$ cat config.mk
export PLATFORM = sky130hd
export DESIGN_NAME = display_arbiter_flat
export DESIGN_NICKNAME = d
export VERILOG_FILES = /design/src/rtl/display_arbiter_if.sv /design/src/rtl/display_arbiter.sv /design/src/flat_wrapper.sv
export SDC_FILE = /design/constraint.sdc
export NUM_CORES = 1
export LEC_CHECK = 0
export ABC_CLOCK_PERIOD_IN_PS = 4470
export CAP_MARGIN = 20
export CORE_MARGIN = 8
export CORE_UTILIZATION = 40
export CTS_CLUSTER_DIAMETER = 80
export CTS_CLUSTER_SIZE = 14
export DETAILED_ROUTE_END_ITERATION = 8
export DONT_BUFFER_PORTS = 1
export PLACE_DENSITY = 0.62
export SLEW_MARGIN = 20
export SYNTH_ARGS = -nofsm -noshare
export SYNTH_HDL_FRONTEND = slang
export SYNTH_SLANG_ARGS = --single-unit
$ cat constraint.sdc
create_clock -name clk -period 4.47 [get_ports clk]
set_clock_uncertainty 0.1 [all_clocks]
set_input_delay 1.341 -clock clk [delete_from_list [all_inputs] [get_ports clk]]
set_output_delay 1.341 -clock clk [all_outputs]
set_load 0.05 [all_outputs]
$ cat src/rtl/display_arbiter_if.sv
// Display bus shared between the clock's base sources, the two overlay
// requesters and the arbitrated seven-segment output.
interface display_arbiter_if;
  logic [3:0]  mode;
  logic [63:0] base_seg;
  logic [63:0] base_chs;
  logic [1:0]  req;
  logic [15:0] ovl_seg;
  logic [15:0] ovl_chs;
  logic        dismiss;
  logic [7:0]  oout;
  logic [7:0]  chs;
  logic [1:0]  grant;

  modport master (
    output mode, base_seg, base_chs, req, ovl_seg, ovl_chs, dismiss,
    input  oout, chs, grant
  );

  modport slave (
    input  mode, base_seg, base_chs, req, ovl_seg, ovl_chs, dismiss,
    output oout, chs, grant
  );
endinterface

$ cat src/rtl/display_arbiter.sv
// Arbitrates the 8-digit display between the mode-selected base source and the
// alarm / countdown overlays, with a dark gap on every switch and a minimum hold.
module display_arbiter #(
  parameter int BLANK_CYCLES = 1000,
  parameter int HOLD_CYCLES  = 100_000_000
) (
  input  logic             clk,
  input  logic             rst_n,
  display_arbiter_if.slave bus
);
  localparam int BW = (BLANK_CYCLES > 1) ? $clog2(BLANK_CYCLES) : 1;
  localparam int HW = $clog2(HOLD_CYCLES + 1);
  localparam logic [BW-1:0] BLANK_LAST = BW'(BLANK_CYCLES - 1);
  localparam logic [HW-1:0] HOLD_MAX   = HW'(HOLD_CYCLES);

  typedef enum logic [1:0] {
    ST_BASE,
    ST_BLANK,
    ST_OVL
  } state_t;

  state_t        state_reg;
  logic [3:0]    mode_q_reg;
  logic          tgt_ovl_reg;
  logic          tgt_idx_reg;
  logic [1:0]    supp_reg;
  logic [BW-1:0] blank_cnt_reg;
  logic [HW-1:0] hold_cnt_reg;
  logic [7:0]    oout_reg;
  logic [7:0]    chs_reg;
  logic [1:0]    grant_reg;

  logic [7:0] base_seg_arr [8];
  logic [7:0] base_chs_arr [8];
  logic [7:0] ovl_seg_arr  [2];
  logic [7:0] ovl_chs_arr  [2];

  logic [1:0] elig;
  logic [1:0] supp_set;
  logic [1:0] supp_next;
  logic       hold_done;
  logic       blank_done;
  logic       other_idx;
  logic       preempt;
  logic       release_go;
  logic       retarget;
  logic       retarget_idx;
  logic [7:0] oout_next;
  logic [7:0] chs_next;

  for (genvar gi = 0; gi < 8; gi++) begin : g_base
    assign base_seg_arr[gi] = bus.base_seg[8*gi +: 8];
    assign base_chs_arr[gi] = bus.base_chs[8*gi +: 8];
  end

  // A dismissed requester stays suppressed until it drops its request once.
  for (genvar gi = 0; gi < 2; gi++) begin : g_ovl
    assign ovl_seg_arr[gi] = bus.ovl_seg[8*gi +: 8];
    assign ovl_chs_arr[gi] = bus.ovl_chs[8*gi +: 8];
    assign supp_next[gi]   = supp_set[gi] | (supp_reg[gi] & bus.req[gi]);
  end

  always_comb begin
    elig         = bus.req & ~supp_reg;
    hold_done    = (hold_cnt_reg == HOLD_MAX);
    blank_done   = (blank_cnt_reg == BLANK_LAST);
    other_idx    = ~tgt_idx_reg;
    preempt      = (state_reg == ST_OVL) && !tgt_idx_reg && elig[1];
    release_go   = (state_reg == ST_OVL) && !preempt && hold_done &&
                   (!bus.req[tgt_idx_reg] || bus.dismiss);
    supp_set     = 2'b00;
    if (release_go && bus.dismiss) begin
      supp_set[tgt_idx_reg] = 1'b1;
    end

    // Base ranks below overlay 0, which ranks below overlay 1.
    retarget     = 1'b0;
    retarget_idx = 1'b0;
    if (state_reg == ST_BLANK) begin
      if (elig[1] && !(tgt_ovl_reg && tgt_idx_reg)) begin
        retarget     = 1'b1;
        retarget_idx = 1'b1;
      end else if (elig[0] && !tgt_ovl_reg) begin
        retarget     = 1'b1;
        retarget_idx = 1'b0;
      end
    end

    oout_next = 8'h00;
    chs_next  = 8'h00;
    case (state_reg)
      ST_BASE: begin
        if (!mode_q_reg[3]) begin
          oout_next = base_seg_arr[mode_q_reg[2:0]];
          chs_next  = base_chs_arr[mode_q_reg[2:0]];
        end
      end
      ST_OVL: begin
        oout_next = ovl_seg_arr[tgt_idx_reg];
        chs_next  = ovl_chs_arr[tgt_idx_reg];
      end
      default: ;
    endcase
  end

  always_ff @(posedge clk or negedge rst_n) begin
    if (!rst_n) begin
      state_reg     <= ST_BASE;
      mode_q_reg    <= 4'd0;
      tgt_ovl_reg   <= 1'b0;
      tgt_idx_reg   <= 1'b0;
      supp_reg      <= 2'b00;
      blank_cnt_reg <= '0;
      hold_cnt_reg  <= '0;
      oout_reg      <= 8'h00;
      chs_reg       <= 8'h00;
      grant_reg     <= 2'b00;
    end else begin
      supp_reg <= supp_next;
      oout_reg <= oout_next;
      chs_reg  <= chs_next;
      case (state_reg)
        ST_BASE: begin
          if (|elig) begin
            state_reg     <= ST_BLANK;
            tgt_ovl_reg   <= 1'b1;
            tgt_idx_reg   <= elig[1];
            blank_cnt_reg <= '0;
          end else if (bus.mode != mode_q_reg) begin
            state_reg     <= ST_BLANK;
            tgt_ovl_reg   <= 1'b0;
            blank_cnt_reg <= '0;
          end
        end
        ST_BLANK: begin
          if (retarget) begin
            tgt_ovl_reg   <= 1'b1;
            tgt_idx_reg   <= retarget_idx;
            blank_cnt_reg <= '0;
          end else if (blank_done) begin
            if (tgt_ovl_reg) begin
              state_reg    <= ST_OVL;
              grant_reg    <= tgt_idx_reg ? 2'b10 : 2'b01;
              hold_cnt_reg <= '0;
            end else begin
              state_reg  <= ST_BASE;
              mode_q_reg <= bus.mode;
            end
          end else begin
            blank_cnt_reg <= blank_cnt_reg + BW'(1);
          end
        end
        ST_OVL: begin
          if (preempt) begin
            state_reg     <= ST_BLANK;
            tgt_ovl_reg   <= 1'b1;
            tgt_idx_reg   <= 1'b1;
            grant_reg     <= 2'b00;
            blank_cnt_reg <= '0;
          end else if (release_go) begin
            state_reg     <= ST_BLANK;
            grant_reg     <= 2'b00;
            blank_cnt_reg <= '0;
            tgt_ovl_reg   <= elig[other_idx];
            tgt_idx_reg   <= other_idx;
          end else if (!hold_done) begin
            hold_cnt_reg <= hold_cnt_reg + HW'(1);
          end
        end
        default: state_reg <= ST_BASE;
      endcase
    end
  end

  assign bus.oout  = oout_reg;
  assign bus.chs   = chs_reg;
  assign bus.grant = grant_reg;
endmodule

$ cat src/flat_wrapper.sv
// flat-port wrapper written by rule: the top's interface ports become plain ports
module display_arbiter_flat 
#(
  parameter int BLANK_CYCLES = 1000,
  parameter int HOLD_CYCLES  = 100_000_000
)
  (clk, rst_n, bus_mode, bus_base_seg, bus_base_chs, bus_req, bus_ovl_seg, bus_ovl_chs, bus_dismiss, bus_oout, bus_chs, bus_grant);
  display_arbiter_if bus_i ();
  input  logic clk;
  input  logic rst_n;
  input wire logic [$bits(bus_i.mode)-1:0] bus_mode;
  input wire logic [$bits(bus_i.base_seg)-1:0] bus_base_seg;
  input wire logic [$bits(bus_i.base_chs)-1:0] bus_base_chs;
  input wire logic [$bits(bus_i.req)-1:0] bus_req;
  input wire logic [$bits(bus_i.ovl_seg)-1:0] bus_ovl_seg;
  input wire logic [$bits(bus_i.ovl_chs)-1:0] bus_ovl_chs;
  input wire logic [$bits(bus_i.dismiss)-1:0] bus_dismiss;
  output wire logic [$bits(bus_i.oout)-1:0] bus_oout;
  output wire logic [$bits(bus_i.chs)-1:0] bus_chs;
  output wire logic [$bits(bus_i.grant)-1:0] bus_grant;
  assign bus_i.mode = bus_mode;
  assign bus_i.base_seg = bus_base_seg;
  assign bus_i.base_chs = bus_base_chs;
  assign bus_i.req = bus_req;
  assign bus_i.ovl_seg = bus_ovl_seg;
  assign bus_i.ovl_chs = bus_ovl_chs;
  assign bus_i.dismiss = bus_dismiss;
  assign bus_oout = bus_i.oout;
  assign bus_chs = bus_i.chs;
  assign bus_grant = bus_i.grant;
  display_arbiter #(.BLANK_CYCLES(BLANK_CYCLES), .HOLD_CYCLES(HOLD_CYCLES)) u_core (.clk(clk), .rst_n(rst_n), .bus(bus_i));
endmodule
==> results of run 1 <==
-- per-layer routing --
metal,vias to the layer above,track usage [%]
li1,1732,-
met1,1751,19.5
met2,171,31.9
met3,23,5.03
met4,0,6.17
met5,-,0
-- placed cells by master, fill, tap and decap left out, drive strengths merged, types with 9 or more instances in the layout --
cell and count:
dfrtp 65, o21ai 59, nand2 44, mux4 32
mux2 22, o31ai 21, mux2i 18, nand3 17
and2 14, inv 14, nand4 13, nor2 12
clkbuf 10, and3 9
-- power by group through the flow --
stage / registers (mW) / clock network, mW / logic, mW
after floorplan: 0.834 / 0 / 0.313
after global placement: 0.855 / 0 / 0.375
after detailed placement: 0.857 / 0 / 0.385
after CTS: 0.846 / 0.771 / 0.387
after global routing: 0.849 / 0.802 / 0.422
final: 0.842 / 0.756 / 0.386
-- worst max-delay path: stages --
cell,delay [ps]
nor2b_1,140
nand2b_1,180
nand2_1,140
or4b_1,960
or2_2,470
o31ai_1,210
-- cell families (layout without fill, tap and decap cells) --
| logic type | Yosys count | after routing | share of synthesized area (%) |
|---|---|---|---|
| simple gates | 153 | 153 | 18.5 |
| compound gates | 116 | 116 | 15.5 |
| mux | 72 | 72 | 24.6 |
| flops | 65 | 65 | 34.8 |
| buf+inv | 43 | 32 | 3.56 |
| fa+ha+maj | 8 | 8 | 2.14 |
| xor+xnor | 4 | 4 | 0.751 |
-- path summary, 6_finish.rpt --
kind                                                      start                                  end  slack (ps)
worst max register to register  u_core.state_reg[0]$_DFFE_PN0P_  u_core.hold_cnt_reg[25]$_DFFE_PN0P_        1240
max in group asynchronous                                 rst_n  u_core.blank_cnt_reg[9]$_DFFE_PN0P_        3540
min in group asynchronous                                 rst_n  u_core.hold_cnt_reg[15]$_DFFE_PN0P_         610
worst min-delay path               u_core.supp_reg[0]$_DFF_PN0_         u_core.supp_reg[0]$_DFF_PN0_         390
worst min register to register     u_core.supp_reg[0]$_DFF_PN0_         u_core.supp_reg[0]$_DFF_PN0_         390
worst max-delay path                                 bus_req[1]  u_core.hold_cnt_reg[25]$_DFFE_PN0P_        1140
-- metrics by stage --
step | cells | setup WS [ps] | cell area (sq um)
finish | 593 | 1140 | 5070
global route | 593 | 959 | 5070
CTS | 593 | 1150 | 5070
detailed placement | 577 | 811 | 4750
global placement | 577 | 912 | 4750
floorplan | 461 | 1410 | 4670
-- cell type report --
class | instances | area share, %
multi-input cells | 353 | 56.7
flip-flops and latches | 65 | 32.1
clock buffers | 10 | 4.51
well taps | 143 | 3.53
clock inverters | 6 | 1.82
inverters | 13 | 0.962
repair buffers | 3 | 0.444
==> flow_summary.yaml, run 1 <==
flow_run:
  timing.max_cap.violations: 0
power:
  switching_share_pct: 34.0
  power_density_mw_per_mm2: 391
  p_leak_nw: 1.86
  comb_power_share_pct: 19.4
  p_int_mw: 1.31
  seqPwrFrac_pct: 42.4
  switchingPower_mw: 0.675
  peakVddDrop_v: 0.000166
  p_clk_share_pct: 38.1
  power_mw: 1.98
grt:
  grt_pass1_wl_um: 20900
  grtUsageTotal_pct: 17.7
  antenna_found_initial: 0
  grt_max_degree: 66
  first_global_vias: 3863
  overflow: 0
cts:
  holdBufCountCts: 0
  post_cts_buffers: 0
  cts_resized: 0
  clkLatencyLatePin_ps: 330
  root_buffer: "clkbuf_16"
  cts.sinks: 65
  cts_made_buffers: 9
  cts_tree: "done"
  htreeDepth: 3
  cts.path.max_buffers: 2
  cts.clk_slew.worst_paths_ps: 60
logic_synthesis:
  synthesis.nets: 638
  avgSynthCellArea_sq_um: 10.1
  synth_area_leaders: "dfrtp_1, mux4_2, o21ai_0, mux2_2, mux2i_1"
  synth_cell_types: 49
  synth_warnings: 0
  synth_seq_cells: 65
  syn_area_sq_mm: 0.00467
  synthFlopType: "dfrtp_1"
  post-synth-top-count-cell: "dfrtp_1"
  yosys.area.top_type: "dfrtp_1"
  synth_edf_count: 0
  seq_area_frac_synth_pct: 34.8
  yosysTopAreaCellShare_pct: 34.8
  synth_cells: 461
  synth_common_cells: "dfrtp_1, o21ai_0, nand2_1"
  async_flop_share_pct: 100
layout:
  drive_gt1_share_pct: 18.0
  regArea_sq_mm: 0.00163
  area_growth_pct: 8.71
  largest_reg_flops: 27
  insertedDiodeCount: 0
  multiInputGateArea_sq_mm: 0.00288
  fillers: 1114
  fin_util_pct: 44.4
  fin_nets: 622
routing:
  drtIter0Drc: 240
  wl_um: 13400
  topRoutingLayerUsed: "met4"
  drc_errors: 0
  avgViaCountPerCell: 6.20
  wl_per_cell_um: 22.7
  antenna_left: 0
  routed-wl-met3_um: 1000
  vias: 3677
  drt_first_pass_iters: 5
  wl_met2_um: 7110
  wl_met1_um: 5030
timing:
  fin_tns_setup_ps: 0
  grt_setup_unrepaired: "no"
  period_share_pct: 74.6
  holdWs_ps: 394
  maxSlewHeadroom_pct: 34.2
  setup_viol: 0
  timing.fmax_mhz: 300
  tightest_slew_ps: 987
  slew_viol_final: 0
  period_minus_slack_ps: 3330
  hold_viol_final: 0
floorplan:
  start_util_pct: 40.9
  die_x_um: 124
  fp.dieArea_sq_mm: 0.0154
  ioPinCount: 187
  num_rows: 39
  core_sq_mm: 0.0114
  die_h_um: 124
min_path:
  hp-class: "flop to flop"
  worstHoldPathCells: 1
setup_path:
  critPathMaxFanout: 24
  worstRegToRegCells: 8
  crit_type: "input pin to flop"
  crit_required_ps: 4590
  critPathLaunchType: "input pin"
  crit_arrival_ps: 3460
  setup.worst_path.end_class: "flop"
place:
  finalWeightedCongestion: 0.839
  numPortBuffers: 0
  dp_hpwl_um: 10700
status:
  status: "finished, final reports clean"
Note: power is estimated with default switching activity, not from simulation.
==> inputs of run 2 (changes only) <==
ABC_CLOCK_PERIOD_IN_PS = 2900   (was 4470)
PLACE_DENSITY = 0.64   (was 0.62)
clock period = 2.9 ns   (was 4.47 ns; I/O delays follow)
==> run 2 against run 1 <==
Clock-buffer cell count unchanged. Global-route usage rose by 1.1 points. Sequential share of layout area decreased by 0.55 points. Combinational power is 54% higher. Core utilization is 0.78 points higher. Setup slack got worse by 940 ps. Critical path type is now flop to flop.
==> flow_summary.yaml, run 2 (synthesized netlist as in run 1, its figures left out) <==
timing:
  holdWs_ps: 129
  grt_setup_unrepaired: "no"
  hold_viol_final: 0
  worst_slack_ps: 196
  setup_viol: 0
  maxSlewHeadroom_pct: 55.7
  timing.fmax_mhz: 370
  slew_viol_final: 0
  fin_tns_setup_ps: 0
  tightest_slew_ps: 664
  period_minus_slack_ps: 2700
  period_share_pct: 93.2
grt:
  grtUsageTotal_pct: 18.7
  use_met2_pct: 31.9
  grt_pass1_wl_um: 21800
  grt_max_degree: 66
  overflow: 0
  top_usage_layer: "met2"
  first_global_vias: 3956
  met3_usage_pct: 5.21
  antenna_found_initial: 0
  grtUsageMet1_pct: 21.4
layout:
  area_growth_pct: 10.6
  final_cells: 603
  layout_common_cells: "dfrtp_1, o21ai_0, nand2_1, mux4_2, mux2_2"
  fillers: 1094
  mostFrequentLayoutCell: "dfrtp_1"
  largest_reg_flops: 27
  fin_nets: 632
  insertedDiodeCount: 0
  drive_gt1_share_pct: 20.2
cts:
  root_buffer: "clkbuf_16"
  cts.clk_slew.worst_paths_ps: 60
  cts.path.max_buffers: 2
  clkLatencyLatePin_ps: 340
  holdBufCountCts: 0
  post_cts_buffers: 0
  cts_tree: "done"
  cts.sinks: 65
  cts_resized: 0
  cts_made_buffers: 9
  htreeDepth: 3
place:
  dp_hpwl_um: 11200
  numPortBuffers: 0
  placedCellCount: 587
  pre_cts_slack_ps: 142
  finalWeightedCongestion: 0.883
flow_run:
  timing.max_cap.violations: 0
power:
  p_int_mw: 2.04
  peakVddDrop_v: 0.000308
  power_density_mw_per_mm2: 602
  p_clk_share_pct: 38.4
  comb_power_share_pct: 19.2
  switching_share_pct: 34.4
  p_leak_nw: 1.92
  switchingPower_mw: 1.07
  seqPwrFrac_pct: 42.5
setup_path:
  worstReg2RegStart: "u_core.hold_cnt_reg[9]$_DFFE_PN0P_"
  timing.rr.end: "u_core.tgt_idx_reg$_DFFE_PN0P_"
  crit_type: "flop to flop"
  crit_arrival_ps: 2820
  critPathMaxFanout: 7
  worstRegToRegCells: 6
  startpoint: "u_core.hold_cnt_reg[9]$_DFFE_PN0P_"
  setup.worst_path.end_class: "flop"
  crit_required_ps: 3020
  regToRegSetupSlack_ps: 200
  critPathLaunchType: "flop"
  crit_end: "u_core.tgt_idx_reg$_DFFE_PN0P_"
floorplan:
  core_sq_mm: 0.0114
  ioPinCount: 187
  die_h_um: 124
  fp.dieArea_sq_mm: 0.0154
  die_x_um: 124
  num_rows: 39
  start_util_pct: 40.9
routing:
  avgViaCountPerCell: 6.29
  drtIter0Drc: 331
  drt_first_pass_iters: 5
  vias: 3795
  wl_per_cell_um: 23.4
  wl_um: 14100
  antenna_left: 0
  drc_errors: 0
min_path:
  hp-class: "input pin to asynchronous set/reset pin"
status:
  status: "finished, final reports clean"
==> run 2: cell count changes in the layout (fill, tap and decap cells not counted), sizes merged <==
cell / previous run / this run
clkinvlp: 2 / 3
buf: 3 / 13
inv: 14 / 13
==> run 2: area by class of cell <==
class | count | area (sq um) | area share, %
well taps | 143 | 179 | 3.46
clock buffers | 10 | 239 | 4.63
multi-input cells | 353 | 2880 | 55.8
inverters | 13 | 48.8 | 0.945
flip-flops and latches | 65 | 1630 | 31.5
repair buffers | 13 | 97.6 | 1.89
clock inverters | 6 | 91.3 | 1.77
==> run 2: per-stage QoR <==
stage	power, mW	instance area, sq um	utilization, %
final	3.11	5160	45.2
after global routing	3.22	5160	45.2
after CTS	3.12	5160	45.2
after detailed placement	1.93	4830	42.3
after global placement	1.91	4830	42.3
after floorplan	1.77	4670	-
==> run 2: worst min path at each step <==
stage                            startpoint                                   to  slack [ps]  depth (start not counted)
6_report                              rst_n  u_core.hold_cnt_reg[22]$_DFFE_PN0P_         130                          0
5_1_grt                               rst_n      u_core.bus.grant[0]$_DFFE_PN0P_         120                          0
4_1_cts                               rst_n  u_core.blank_cnt_reg[1]$_DFFE_PN0P_         120                          0
3_5_place_dp   u_core.supp_reg[0]$_DFF_PN0_         u_core.supp_reg[0]$_DFF_PN0_         380                          1
3_3_place_gp   u_core.supp_reg[0]$_DFF_PN0_         u_core.supp_reg[0]$_DFF_PN0_         370                          1
2_1_floorplan  u_core.supp_reg[0]$_DFF_PN0_         u_core.supp_reg[0]$_DFF_PN0_         360                          1
==> run 2: metal layers <==
layer / wire (um) / part of all wire [%]
met3: 998 / 7.1
met1: 5490 / 39
met2: 7230 / 51
met4: 417 / 2.9
met5: 0 / 0
==> run 2: critical path: stages, from the launching register on <==
cell and delay [ps]:
dfrtp_1 440, or4_1 520, or4_4 510, nor4_4 330, nor2_1 110, nor4_2 230, mux2_2 360
==> run 2: power groups by stage <==
stage               Combinational (mW)  Clock [mW]  Sequential, mW
floorplan                        0.482           0            1.29
CTS                              0.591        1.21            1.32
finish                           0.596        1.19            1.32
global route                     0.644        1.25            1.33
global placement                 0.577           0            1.33
detailed placement               0.588           0            1.34
==> inputs of run 3 (changes only) <==
GPL_TIMING_DRIVEN = 0   (was unset)
==> run 3 against run 2 <==
Sequential power about the same. Non-clock buffer count up 16. Core utilization down 0.055 points. Critical path depth up 1. Register-to-register slack worse by 50 ps. Die area unchanged. Power down 2.2%. Setup slack worse by 52 ps. Critical path type unchanged. Critical endpoint is now u_core.hold_cnt_reg[2]$_DFFE_PN0P_.
==> flow_summary.yaml, run 3 (synthesized netlist as in run 1, its figures left out) <==
setup_path:
  path_cells: "or4_1 > or4_4 > nor2_2 > a211o_1 > buf_1 > o21ai_0 > o31ai_1"
  critPathLaunchType: "flop"
  crit_arrival_ps: 2890
  regToRegSetupSlack_ps: 140
  slowest_delay_ps: 560
  crit_end: "u_core.hold_cnt_reg[2]$_DFFE_PN0P_"
  worstReg2RegStart: "u_core.hold_cnt_reg[9]$_DFFE_PN0P_"
  crit_type: "flop to flop"
  timing.rr.end: "u_core.hold_cnt_reg[2]$_DFFE_PN0P_"
  crit_slowest_cell: "or4_1"
  startpoint: "u_core.hold_cnt_reg[9]$_DFFE_PN0P_"
  critPathMaxFanout: 10
  crit_required_ps: 3030
  worstRegToRegCells: 7
  setup.worst_path.end_class: "flop"
floorplan:
  ioPinCount: 187
  die_h_um: 124
  die_x_um: 124
  num_rows: 39
  fp.dieArea_sq_mm: 0.0154
  core_sq_mm: 0.0114
  start_util_pct: 40.9
grt:
  grt_pass1_wl_um: 22800
  grt_max_degree: 66
  grtUsageTotal_pct: 19.6
  antenna_found_initial: 0
  first_global_vias: 4051
  overflow: 0
timing:
  timing.fmax_mhz: 363
  worst_slack_ps: 144
  hold_viol_final: 0
  tightest_slew_ps: 855
  fin_tns_setup_ps: 0
  slew_viol_final: 0
  grt_setup_unrepaired: "yes"
  setup_viol: 0
  period_share_pct: 95.0
  period_minus_slack_ps: 2760
  maxSlewHeadroom_pct: 43.0
  holdWs_ps: 124
place:
  placedCellCount: 604
  pre_cts_slack_ps: -110
  finalWeightedCongestion: 0.866
  placed_area_sq_mm: 0.00485
  numPortBuffers: 0
  dp_hpwl_um: 11900
layout:
  insertedDiodeCount: 0
  mostFrequentLayoutCell: "dfrtp_1"
  area_growth_pct: 10.5
  fillers: 1105
  layout_common_cells: "dfrtp_1, o21ai_0, nand2_1, mux4_2, mux2_2"
  largest_reg_flops: 27
  final_cells: 619
  fin_util_pct: 45.2
  fin_nets: 648
  finalInstanceArea_sq_mm: 0.00516
  drive_gt1_share_pct: 18.1
routing:
  vias: 3885
  antenna_left: 0
  drtIter0Drc: 226
  drc_errors: 0
  drt_first_pass_iters: 5
  avgViaCountPerCell: 6.28
  wl_per_cell_um: 24.2
  wl_um: 15000
power:
  power_density_mw_per_mm2: 589
  p_leak_nw: 1.89
  power_mw: 3.04
  peakVddDrop_v: 0.000272
cts:
  cts.path.max_buffers: 2
  cts_made_buffers: 9
  cts.sinks: 65
  cts.clk_slew.worst_paths_ps: 60
  clkLatencyLatePin_ps: 340
  root_buffer: "clkbuf_16"
  cts_tree: "done"
  holdBufCountCts: 0
  htreeDepth: 3
min_path:
  hp-class: "input pin to asynchronous set/reset pin"
flow_run:
  timing.max_cap.violations: 0
status:
  status: "finished, final reports clean"
-- run 3: cell count changes in the layout (fill, tap and decap cells not counted), sizes merged --
cell,before,now
clkbuf,10,31
buf,13,8
clkinv,1,4
clkinvlp,3,1
bufinv,2,1
-- run 3: power by group --
part / internal [mW] / leakage (nW) / switching (mW)
Combinational: 0.277 / 0.875 / 0.370
Clock: 0.682 / 0.148 / 0.417
Sequential: 0.999 / 0.871 / 0.293
Total: 1.96 / 1.89 / 1.08
-- run 3: worst min path at each step --
| stage | start | endpoint | slack (ps) |
|---|---|---|---|
| floorplan | u_core.supp_reg[0]$_DFF_PN0_ | u_core.supp_reg[0]$_DFF_PN0_ | 360 |
| global placement | u_core.supp_reg[0]$_DFF_PN0_ | u_core.supp_reg[0]$_DFF_PN0_ | 380 |
| detailed placement | u_core.supp_reg[0]$_DFF_PN0_ | u_core.supp_reg[0]$_DFF_PN0_ | 390 |
| CTS | rst_n | u_core.hold_cnt_reg[12]$_DFFE_PN0P_ | 120 |
| global route | rst_n | u_core.hold_cnt_reg[12]$_DFFE_PN0P_ | 110 |
| finish | rst_n | u_core.hold_cnt_reg[12]$_DFFE_PN0P_ | 120 |
-- run 3: cell type report --
type	instances	area (sq um)	share of cell area (%)
multi-input cells	353	2880	55.9
flip-flops and latches	65	1630	31.5
clock buffers	10	239	4.63
well taps	143	179	3.47
plain buffers	28	115	2.23
clock inverters	6	57.6	1.12
inverters	13	48.8	0.946
repair buffers	1	7.51	0.146
-- run 3: routing by layer --
metal  vias to the layer above  wire, um  track usage, %
li1                       1788         -               -
met1                      1906      5590            21.5
met2                       172      8310            36.5
met3                        19       921            5.35
met4                         0       181            5.13
met5                         -         0               0
-- run 3: worst max-delay path: cells and delay by family (launching register included) --
kind / cells / cell delay, ps
buf+inv: 1 / 390
compound gates: 3 / 440
flops: 1 / 440
simple gates: 3 / 1290
-- run 3: repair_timing --
item                       4_1_cts  5_1_grt
pin swaps                        1        1
gates resized for setup          2        4
setup buffers                    1        0
setup endpoints to repair       23       32
